File: src/rtl/change_dispenser_pkg.sv
// change_dispenser_pkg
//   Shared vending constants: coin denominations in cents, the one-hot coin
//   bundle type, gap counter width and the change dispenser state encoding.
//   Imported by coin_select and change_dispenser.
package change_dispenser_pkg;

    // Coin denominations in cents, largest first (greedy order).
    localparam int unsigned CENTS_DOLLAR  = 100;
    localparam int unsigned CENTS_QUARTER = 25;
    localparam int unsigned CENTS_DIME    = 10;
    localparam int unsigned CENTS_NICKEL  = 5;

    // Width of the post-pulse ejector recovery counter.
    localparam int unsigned GAP_CNT_W = 4;

    // One-hot (or all-zero) coin selection bundle.
    typedef struct packed {
        logic dollar;
        logic quarter;
        logic dime;
        logic nickel;
    } coin_t;

    typedef enum logic [2:0] {
        ST_IDLE   = 3'd0,
        ST_SELECT = 3'd1,
        ST_PULSE  = 3'd2,
        ST_GAP    = 3'd3,
        ST_DONE   = 3'd4
    } state_e;

endpackage

File: src/rtl/change_dispenser_if.sv
// change_dispenser_if
//   Payout request / coin ejector bundle for the change dispenser.
//   start, amount        : payout request (master -> slave)
//   busy                 : dispenser not idle
//   coin_dollar..nickel  : one-cycle eject pulses
//   remaining            : cents still owed (change display)
//   done, short          : end-of-payout pulse, unpaid 1..4c residual flag
//   modport slave  : dispenser side
//   modport master : requester / display side
interface change_dispenser_if #(
    parameter int unsigned AMT_W = 10
) ();

    logic             start;
    logic [AMT_W-1:0] amount;
    logic             busy;
    logic             coin_dollar;
    logic             coin_quarter;
    logic             coin_dime;
    logic             coin_nickel;
    logic [AMT_W-1:0] remaining;
    logic             done;
    logic             short;

    modport slave (
        input  start,
        input  amount,
        output busy,
        output coin_dollar,
        output coin_quarter,
        output coin_dime,
        output coin_nickel,
        output remaining,
        output done,
        output short
    );

    modport master (
        output start,
        output amount,
        input  busy,
        input  coin_dollar,
        input  coin_quarter,
        input  coin_dime,
        input  coin_nickel,
        input  remaining,
        input  done,
        input  short
    );

endinterface

File: src/rtl/change_dispenser_coin_select.sv
// coin_select
//   Combinational greedy coin choice: the largest denomination that does not
//   exceed the amount still owed. All-zero outputs when less than a nickel
//   remains.
//   remaining : cents still owed
//   coin      : one-hot chosen coin (or zero)
//   value     : cents value of the chosen coin (or zero)
module coin_select
    import change_dispenser_pkg::*;
#(
    parameter int unsigned AMT_W = 10
) (
    input  logic [AMT_W-1:0] remaining,
    output coin_t            coin,
    output logic [AMT_W-1:0] value
);

    localparam logic [AMT_W-1:0] V_DOLLAR  = AMT_W'(CENTS_DOLLAR);
    localparam logic [AMT_W-1:0] V_QUARTER = AMT_W'(CENTS_QUARTER);
    localparam logic [AMT_W-1:0] V_DIME    = AMT_W'(CENTS_DIME);
    localparam logic [AMT_W-1:0] V_NICKEL  = AMT_W'(CENTS_NICKEL);

    always_comb begin
        coin  = '0;
        value = '0;
        if (remaining >= V_DOLLAR) begin
            coin.dollar = 1'b1;
            value       = V_DOLLAR;
        end else if (remaining >= V_QUARTER) begin
            coin.quarter = 1'b1;
            value        = V_QUARTER;
        end else if (remaining >= V_DIME) begin
            coin.dime = 1'b1;
            value     = V_DIME;
        end else if (remaining >= V_NICKEL) begin
            coin.nickel = 1'b1;
            value       = V_NICKEL;
        end
    end

endmodule

File: src/rtl/change_dispenser.sv
// change_dispenser
//   Pays out an amount in cents as a sequence of single-coin eject pulses,
//   greedy largest-coin-first, with GAP_CYCLES idle cycles after every pulse
//   for ejector recovery. Ends with a one-cycle done pulse; short flags an
//   unpayable 1..4c residual, which stays on remaining until the next start.
//   clk, rst : clock, synchronous active-high reset
//   bus      : change_dispenser_if slave (start/amount in; busy, coin pulses,
//              remaining, done, short out)
module change_dispenser
    import change_dispenser_pkg::*;
#(
    parameter int unsigned AMT_W      = 10,
    parameter int unsigned GAP_CYCLES = 3
) (
    input logic                clk,
    input logic                rst,
    change_dispenser_if.slave  bus
);

    localparam logic [GAP_CNT_W-1:0] GAP_LOAD = GAP_CNT_W'(GAP_CYCLES - 1);

    state_e                 state_q, state_d;
    logic [AMT_W-1:0]       remaining_q, remaining_d;
    logic [GAP_CNT_W-1:0]   gap_cnt_q, gap_cnt_d;

    coin_t                  sel_coin;
    logic [AMT_W-1:0]       sel_value;

    // remaining_q is unchanged between SELECT and PULSE, so the same
    // combinational choice drives both the branch and the ejected coin.
    coin_select #(
        .AMT_W (AMT_W)
    ) u_coin_select (
        .remaining (remaining_q),
        .coin      (sel_coin),
        .value     (sel_value)
    );

    always_ff @(posedge clk) begin
        if (rst) begin
            state_q     <= ST_IDLE;
            remaining_q <= '0;
            gap_cnt_q   <= '0;
        end else begin
            state_q     <= state_d;
            remaining_q <= remaining_d;
            gap_cnt_q   <= gap_cnt_d;
        end
    end

    always_comb begin
        state_d     = state_q;
        remaining_d = remaining_q;
        gap_cnt_d   = gap_cnt_q;
        unique case (state_q)
            ST_IDLE: begin
                if (bus.start) begin
                    remaining_d = bus.amount;
                    state_d     = ST_SELECT;
                end
            end
            ST_SELECT: begin
                if (sel_coin == '0) begin
                    state_d = ST_DONE;
                end else begin
                    state_d = ST_PULSE;
                end
            end
            ST_PULSE: begin
                // sel_value <= remaining_q by construction: cannot underflow.
                remaining_d = remaining_q - sel_value;
                gap_cnt_d   = GAP_LOAD;
                state_d     = ST_GAP;
            end
            ST_GAP: begin
                if (gap_cnt_q == '0) begin
                    state_d = ST_SELECT;
                end else begin
                    gap_cnt_d = gap_cnt_q - 1'b1;
                end
            end
            ST_DONE: begin
                state_d = ST_IDLE;
            end
            default: begin
                state_d = ST_IDLE;
            end
        endcase
    end

    always_comb begin
        bus.busy         = (state_q != ST_IDLE);
        bus.coin_dollar  = (state_q == ST_PULSE) && sel_coin.dollar;
        bus.coin_quarter = (state_q == ST_PULSE) && sel_coin.quarter;
        bus.coin_dime    = (state_q == ST_PULSE) && sel_coin.dime;
        bus.coin_nickel  = (state_q == ST_PULSE) && sel_coin.nickel;
        bus.remaining    = remaining_q;
        bus.done         = (state_q == ST_DONE);
        bus.short        = (state_q == ST_DONE) && (remaining_q != '0);
    end

endmodule
File: src/flat_wrapper.sv
// flat-port wrapper written by rule: the top's interface ports become plain ports
module change_dispenser_flat import change_dispenser_pkg::*;
#(
    parameter int unsigned AMT_W      = 10,
    parameter int unsigned GAP_CYCLES = 3
)
  (clk, rst, bus_start, bus_amount, bus_busy, bus_coin_dollar, bus_coin_quarter, bus_coin_dime, bus_coin_nickel, bus_remaining, bus_done, bus_short);
  change_dispenser_if #(.AMT_W(AMT_W)) bus_i ();
  input logic clk;
  input logic rst;
  input wire logic [$bits(bus_i.start)-1:0] bus_start;
  input wire logic [$bits(bus_i.amount)-1:0] bus_amount;
  output wire logic [$bits(bus_i.busy)-1:0] bus_busy;
  output wire logic [$bits(bus_i.coin_dollar)-1:0] bus_coin_dollar;
  output wire logic [$bits(bus_i.coin_quarter)-1:0] bus_coin_quarter;
  output wire logic [$bits(bus_i.coin_dime)-1:0] bus_coin_dime;
  output wire logic [$bits(bus_i.coin_nickel)-1:0] bus_coin_nickel;
  output wire logic [$bits(bus_i.remaining)-1:0] bus_remaining;
  output wire logic [$bits(bus_i.done)-1:0] bus_done;
  output wire logic [$bits(bus_i.short)-1:0] bus_short;
  assign bus_i.start = bus_start;
  assign bus_i.amount = bus_amount;
  assign bus_busy = bus_i.busy;
  assign bus_coin_dollar = bus_i.coin_dollar;
  assign bus_coin_quarter = bus_i.coin_quarter;
  assign bus_coin_dime = bus_i.coin_dime;
  assign bus_coin_nickel = bus_i.coin_nickel;
  assign bus_remaining = bus_i.remaining;
  assign bus_done = bus_i.done;
  assign bus_short = bus_i.short;
  change_dispenser #(.AMT_W(AMT_W), .GAP_CYCLES(GAP_CYCLES)) u_core (.clk(clk), .rst(rst), .bus(bus_i));
endmodule
File: config.mk
export PLATFORM = sky130hd
export DESIGN_NAME = change_dispenser_flat
export DESIGN_NICKNAME = d
export VERILOG_FILES = /design/src/rtl/change_dispenser_pkg.sv /design/src/rtl/change_dispenser_if.sv /design/src/rtl/change_dispenser_coin_select.sv /design/src/rtl/change_dispenser.sv /design/src/flat_wrapper.sv
export SDC_FILE = /design/constraint.sdc
export NUM_CORES = 1
export LEC_CHECK = 0
export CAP_MARGIN = 20
export CORE_UTILIZATION = 55
export DETAILED_ROUTE_END_ITERATION = 8
export PLACE_DENSITY = 0.82
export RECOVER_POWER = 100
export SLEW_MARGIN = 10
export SYNTH_ARGS = -nofsm -noshare
export SYNTH_HDL_FRONTEND = slang
export SYNTH_HIERARCHICAL = 1
export SYNTH_SLANG_ARGS = --single-unit
File: constraint.sdc
create_clock -name clk -period 4.6 [get_ports clk]
set_clock_uncertainty 0.1 [all_clocks]
set_input_delay 0.69 -clock clk [delete_from_list [all_inputs] [get_ports clk]]
set_output_delay 0.69 -clock clk [all_outputs]
set_load 0.02 [all_outputs]
==> metrics.yaml, run 1 <==
initial_core_util_pct: 58.9
crit_family: "buffers and inverters"
max-vdd-ir-drop_mv: 0.339
multiInputGateArea_um2: 978
fillers: 220
synthCells: 185
grt_pass1_vias: 1269
routabilityCongestion: 0.858
seq_area_um2: 340
layout_common_cells: "18 x dlygate4sd3_1, 17 x nor2_1, 17 x dfxtp_1"
wl_per_cell_um: 15.7
cts_tree: "done"
crit_cells: 4
syn_avg_cell_area_um2: 8.03
route.detailed.drc: 0
cts.sinks: 17
ys_ff_latch: 17
n_antenna_cell: 0
synth_area_um2: 1490
cts.path.max_buffers: 2
leakage_uw: 0.000716
antenna_found_initial: 0
power.switching_uw: 402
ys.warnings.count: 6
cp-start-kind: "register"
layout-drive-gt1-share_pct: 3.88
path_clk_slew_ns: 0.09
ys_types: 54
violations: "capacitance limit, slew limit"
post_cts_buffers: 0
final_nets: 232
die_w_um: 54.0
cpPeakStageDelay_ns: 0.70
synth_edf_count: 0
vias_per_cell: 6.07
cp-end-kind: "output port"
cp_max_fo: 10
crit_chain: "nor3b_1, clkbuf_1, and2_1, clkdlybuf4s50_1"
grt.overflow.total: 0
synthFlopType: "dfxtp_1"
grt_pass1_wl_um: 5580
dp_hpwl_um: 2790
cts_resized: 0
critPathBufInv: 2
pwr-share-seq_pct: 26.3
core_um2: 2520
relSlewSlack_pct: -11.8
pwr-share-comb_pct: 64.6
clockPowerShare_pct: 9.2
finalNonFillerCells: 236
drt_iter0_drc: 24
switching_share_pct: 47.7
tightestPinTransition_ns: 1.66
critPathRequiredTime_ns: 3.81
area_growth_pct: 16.3
min_path_type: "register to register"
dp.cells: 232
max_cap_violations: 1
via_count: 1433
cts_inserted_buffers: 3
async_flop_share_pct: 0
rsz0062_at_grt: "false"
crit_type: "register to output port"
hold_path_depth: 2
totalNegativeSetupSlack_ns: 0
final_common_cell: "dlygate4sd3_1"
min_period_ns: 3.40
cp_slowest_cell: "nor3b_1"
setup_viol: 0
ant_nets: 0
clkLatencyLatePin_ns: 0.28
cts_root_buf: "clkbuf_4"
power_density_nw_per_um2: 488
drt_wl_total_um: 3700
die_area_um2: 2910
hold_violations: 0
crit_arrival_ns: 2.61
portBuffers: 29
grt_start_max_net_pins: 17
rows: 18
outcome: "finished, violations left"
die_h_um: 54.0
slew_violations: 17
io-pin-count: 30
max_freq_mhz: 294
timing.final.crit_share_pct: 73.9
cts_hold_buf: 0
drtPass1Iterations: 4
ys_seq_area_share_pct: 22.9
ff2ff_path_depth: 10
htree_levels: 1
grt_use_total_pct: 26.9
p_int_uw: 441
[kinds of logic after synthesis]
family,synth area share [%]
and+or+nand+nor,26.0
other,0.252
xor gates and xnor gates,3.54
buffers and inverters,10.6
muxes,0.673
adders and majority gates,10.6
DFF,22.9
AOI/OAI and AO/OA,25.4
[sequential cells by signal, summed over array words and instances, names as in the netlist]
register / count
u_core/gap_cnt_q: 4
u_core/state_q: 3
u_core/bus.remaining: 10
[power by group through the flow]
| stage | logic [uW] | clock network [uW] | registers [uW] |
|---|---|---|---|
| final | 544 | 77.2 | 222 |
| after global routing | 599 | 87.8 | 228 |
| after CTS | 565 | 80.8 | 223 |
| after detailed placement | 562 | 0 | 226 |
| after global placement | 538 | 0 | 223 |
| after floorplan | 423 | 0 | 231 |
[cell usage after synthesis (2+ instances only)]
library cell	instances	share of area [%]
or3_1	2	0.84
and3_1	3	1.3
and2_1	4	1.7
buf_4	8	4.0
dfxtp_1	17	23
or4_1	4	2.0
a2111oi_0	2	1.2
nor2b_1	2	0.84
inv_1	14	3.5
o211ai_1	2	1.0
nor3b_1	2	1.0
a211oi_2	2	1.7
o21ai_0	7	2.4
xnor2_1	3	1.8
o221ai_1	4	2.4
a211oi_1	2	1.0
o22ai_1	2	0.84
ha_1	11	9.3
nand2b_1	3	1.3
buf_2	3	1.0
xor2_1	3	1.8
clkbuf_1	2	0.51
nand2_1	9	2.3
buf_6	2	1.5
a21oi_1	10	3.4
nand3_1	3	1.0
nor3_1	9	3.0
nor2_1	17	4.3
o21a_1	7	3.5
a211o_1	2	1.2
[worst min-delay path, delay by kind of cell (launching register included)]
kind / cells / cell delay (ns)
flip-flops: 1 / 0.35
XOR/XNOR: 1 / 0.15
AND/OR/NAND/NOR: 1 / 0.04
[final cells by class]
| cell class | instances | area share, % |
|---|---|---|
| clock buffers | 4 | 1.52 |
| inverters | 14 | 3.04 |
| multi-input cells | 141 | 56.6 |
| flip-flops and latches | 17 | 19.7 |
| well taps | 30 | 2.17 |
| repair buffers | 30 | 17.0 |
[metrics by stage]
step / util, % / area (um2) / power, uW / setup WS [ns] / hold slack [ns]
6_report: 68.6 / 1730 / 843 / 1.20 / 0.476
5_1_grt: 68.6 / 1730 / 915 / 1.07 / 0.496
4_1_cts: 69.4 / 1750 / 868 / 1.31 / 0.475
3_5_place_dp: 68.4 / 1720 / 788 / 1.67 / 0.462
3_3_place_gp: 68.4 / 1720 / 762 / 1.76 / 0.455
2_1_floorplan: - / 1490 / 654 / 1.89 / 0.429
[final timing paths]
kind | start | endpoint | slack (ns)
max | u_core/state_q[1] | bus_coin_dollar | 1.20
min | u_core/gap_cnt_q[0] | u_core/gap_cnt_q[0] | 0.48
min reg2reg | u_core/gap_cnt_q[0] | u_core/gap_cnt_q[0] | 0.48
max reg2reg | u_core/bus.remaining[1] | u_core/bus.remaining[6] | 1.64
[per-layer routing]
layer	GRT usage, %	vias up	part of all wire [%]
li1	-	707	-
met1	31.8	677	44
met2	47.9	47	50
met3	6.50	2	5.7
met4	7.26	0	0.76
met5	0	-	0
(Power assumes the default switching activity.)
==> run 2: changes to the inputs <==
- CORE_UTILIZATION: 55 -> 46
- PLACE_DENSITY: 0.82 -> 0.72
- clock period: 4.6 -> 3 ns (I/O delays scaled with it)
==> run 2 against run 1 <==
Net effect:
- the flow now finishes without violations
- cell count grew 7.6%
- sequential share of layout area shrank 0.66 points
- power grew 60%
- final area grew 5.4%
- register-to-register slack lost 1.5 ns
- worst hold slack lost 0.015 ns
==> metrics.yaml, run 2 (synthesis results as in run 1) <==
max_freq_mhz: 346
fin_area_um2: 1820  # +5.4%
relSlewSlack_pct: 67.4  # +79 points
grt_pass1_wl_um: 6070  # +8.8%
dp_hpwl_um: 2730  # -2.2%
io-pin-count: 30  # unchanged
slew_violations: 0  # -17
crit_arrival_ns: 2.97  # +0.36 ns
grt_start_max_net_pins: 15  # -2
cts_inserted_buffers: 3  # unchanged
die_area_um2: 3460  # +19%
final_common_cell: "clkdlybuf4s50_1"
critPathRequiredTime_ns: 3.09  # -0.72 ns
path_clk_slew_ns: 0.11  # +0.02 ns
wl_per_cell_um: 14.4  # -8.2%
leakage_uw: 0.000730  # +1.9%
n_antenna_cell: 0  # unchanged
cts.path.max_buffers: 2  # unchanged
drt_iter0_drc: 75  # +210%
min_period_ns: 2.89
die_w_um: 58.8  # +9.0%
dp.cells: 250  # +7.8%
cp_slowest_cell: "dfxtp_2"
timing.final.crit_share_pct: 96.2
outcome: "completed"
max-vdd-ir-drop_mv: 0.445  # +31%
cts_root_buf: "clkbuf_4"
fillers: 302  # +37%
multiInputGateArea_um2: 1010  # +3.5%
clkLatencyLatePin_ns: 0.29  # about the same
place_area_um2: 1770  # +2.8%
cts_tree: "done"
largest_register_ffs: 10  # unchanged
seq_area_um2: 347  # +1.8%
post_cts_buffers: 0  # unchanged
area_growth_pct: 22.6
hold_violations: 0  # unchanged
cts.sinks: 17  # unchanged
antenna_found_initial: 0  # unchanged
cpPeakStageDelay_ns: 0.37  # -0.33 ns
final_nets: 236  # +1.7%
cp_max_fo: 6  # -4
route.detailed.drc: 0  # unchanged
crit_family: "compound AO/OA/AOI/OAI gates"
cp-start-kind: "register"
grt_use_total_pct: 22.8  # -4.2 points
power_density_nw_per_um2: 738  # +51%
totalNegativeSetupSlack_ns: 0  # unchanged
ant_nets: 0  # unchanged
rows: 20  # +2
die_h_um: 58.8  # +9.0%
layout_common_cells: "18 x clkdlybuf4s50_1, 17 x nor2_1, 14 x inv_1"
drt_wl_total_um: 3650  # -1.2%
drtPass1Iterations: 4  # unchanged
final_core_util_pct: 59.7  # -8.9 points
min_path_type: "register to register"
htree_levels: 1  # unchanged
critPathBufInv: 1  # -1
grt.overflow.total: 0  # unchanged
max_cap_violations: 0  # -1
crit_chain: "o311ai_2, and3_4, o21a_1, inv_1, ha_1, nor2b_2, o31ai_1, a21oi_1, a31o_1, a211o_1"
routabilityCongestion: 0.852  # -0.77%
initial_core_util_pct: 48.7  # -10 points
vias_per_cell: 5.67  # -6.7%
setup_viol: 0  # unchanged
grt_pass1_vias: 1353  # +6.6%
rsz0062_at_grt: "false"
power_uw: 1350  # +60%
layout-drive-gt1-share_pct: 12.4  # +8.5 points
finalNonFillerCells: 254  # +7.6%
core_um2: 3050  # +21%
crit_type: "register to register"
via_count: 1439  # +0.42%
portBuffers: 29  # unchanged
cp-end-kind: "register"
tightestPinTransition_ns: 0.476  # -1.19 ns
## run 2: cell types whose count changed in the layout (fill, tap and decap cells not counted), sizes merged
cell           change
clkbuf             -2
clkdlybuf4s50      +7
buf                +5
dlygate4sd3        -7
clkinv             +1
## run 2: stage by stage
| step | hold slack [ns] | worst slack [ns] |
|---|---|---|
| CTS | 0.464 | 0.0771 |
| global route | 0.479 | 0.00743 |
| finish | 0.461 | 0.113 |
| global placement | 0.446 | 0.226 |
| detailed placement | 0.448 | 0.122 |
| floorplan | 0.429 | 0.286 |
## run 2: worst min-delay path, delay by kind of cell, from the launching register on
kind             cells  cell delay (ns)
flip-flops           1             0.34
XOR/XNOR             1             0.14
AND/OR/NAND/NOR      1             0.05
## run 2: routing by layer
metal  global-route usage (%)  vias to the layer above  routed length (um)
li1                         -                      718                   -
met1                     30.7                      683                1770
met2                     38.5                       34                1700
met3                     2.64                        4                 138
met4                     5.78                        0                  34
met5                        0                        -                   0
## run 2: power by group
group / internal, uW / switching [uW]
sequential: 268 / 75.2
clock: 49.4 / 77.3
combinational: 391 / 484
total: 709 / 636
## run 2: final timing paths
| path | start | slack [ns] | cells after the start | endpoint |
|---|---|---|---|---|
| hold / removal | u_core/gap_cnt_q[3] | 0.46 | 2 | u_core/gap_cnt_q[3] |
| hold reg to reg | u_core/gap_cnt_q[3] | 0.46 | 2 | u_core/gap_cnt_q[3] |
| setup reg to reg | u_core/bus.remaining[0] | 0.11 | 10 | u_core/bus.remaining[9] |
| setup / recovery | u_core/bus.remaining[0] | 0.11 | 10 | u_core/bus.remaining[9] |
## run 2: final cells by class
cell class	instances	area share (%)
multi-input combinational	141	55.6
sequential	17	19.0
timing repair buffer	34	18.0
tap	44	3.02
inverter	14	2.88
clock buffer	3	1.24
clock inverter	1	0.275
## run 2: timing repair
action | 4_1_cts | 5_1_grt
hold buffers | 0 | 0
resized for setup | 0 | 11
endpoints found under the setup margin | 0 | 5
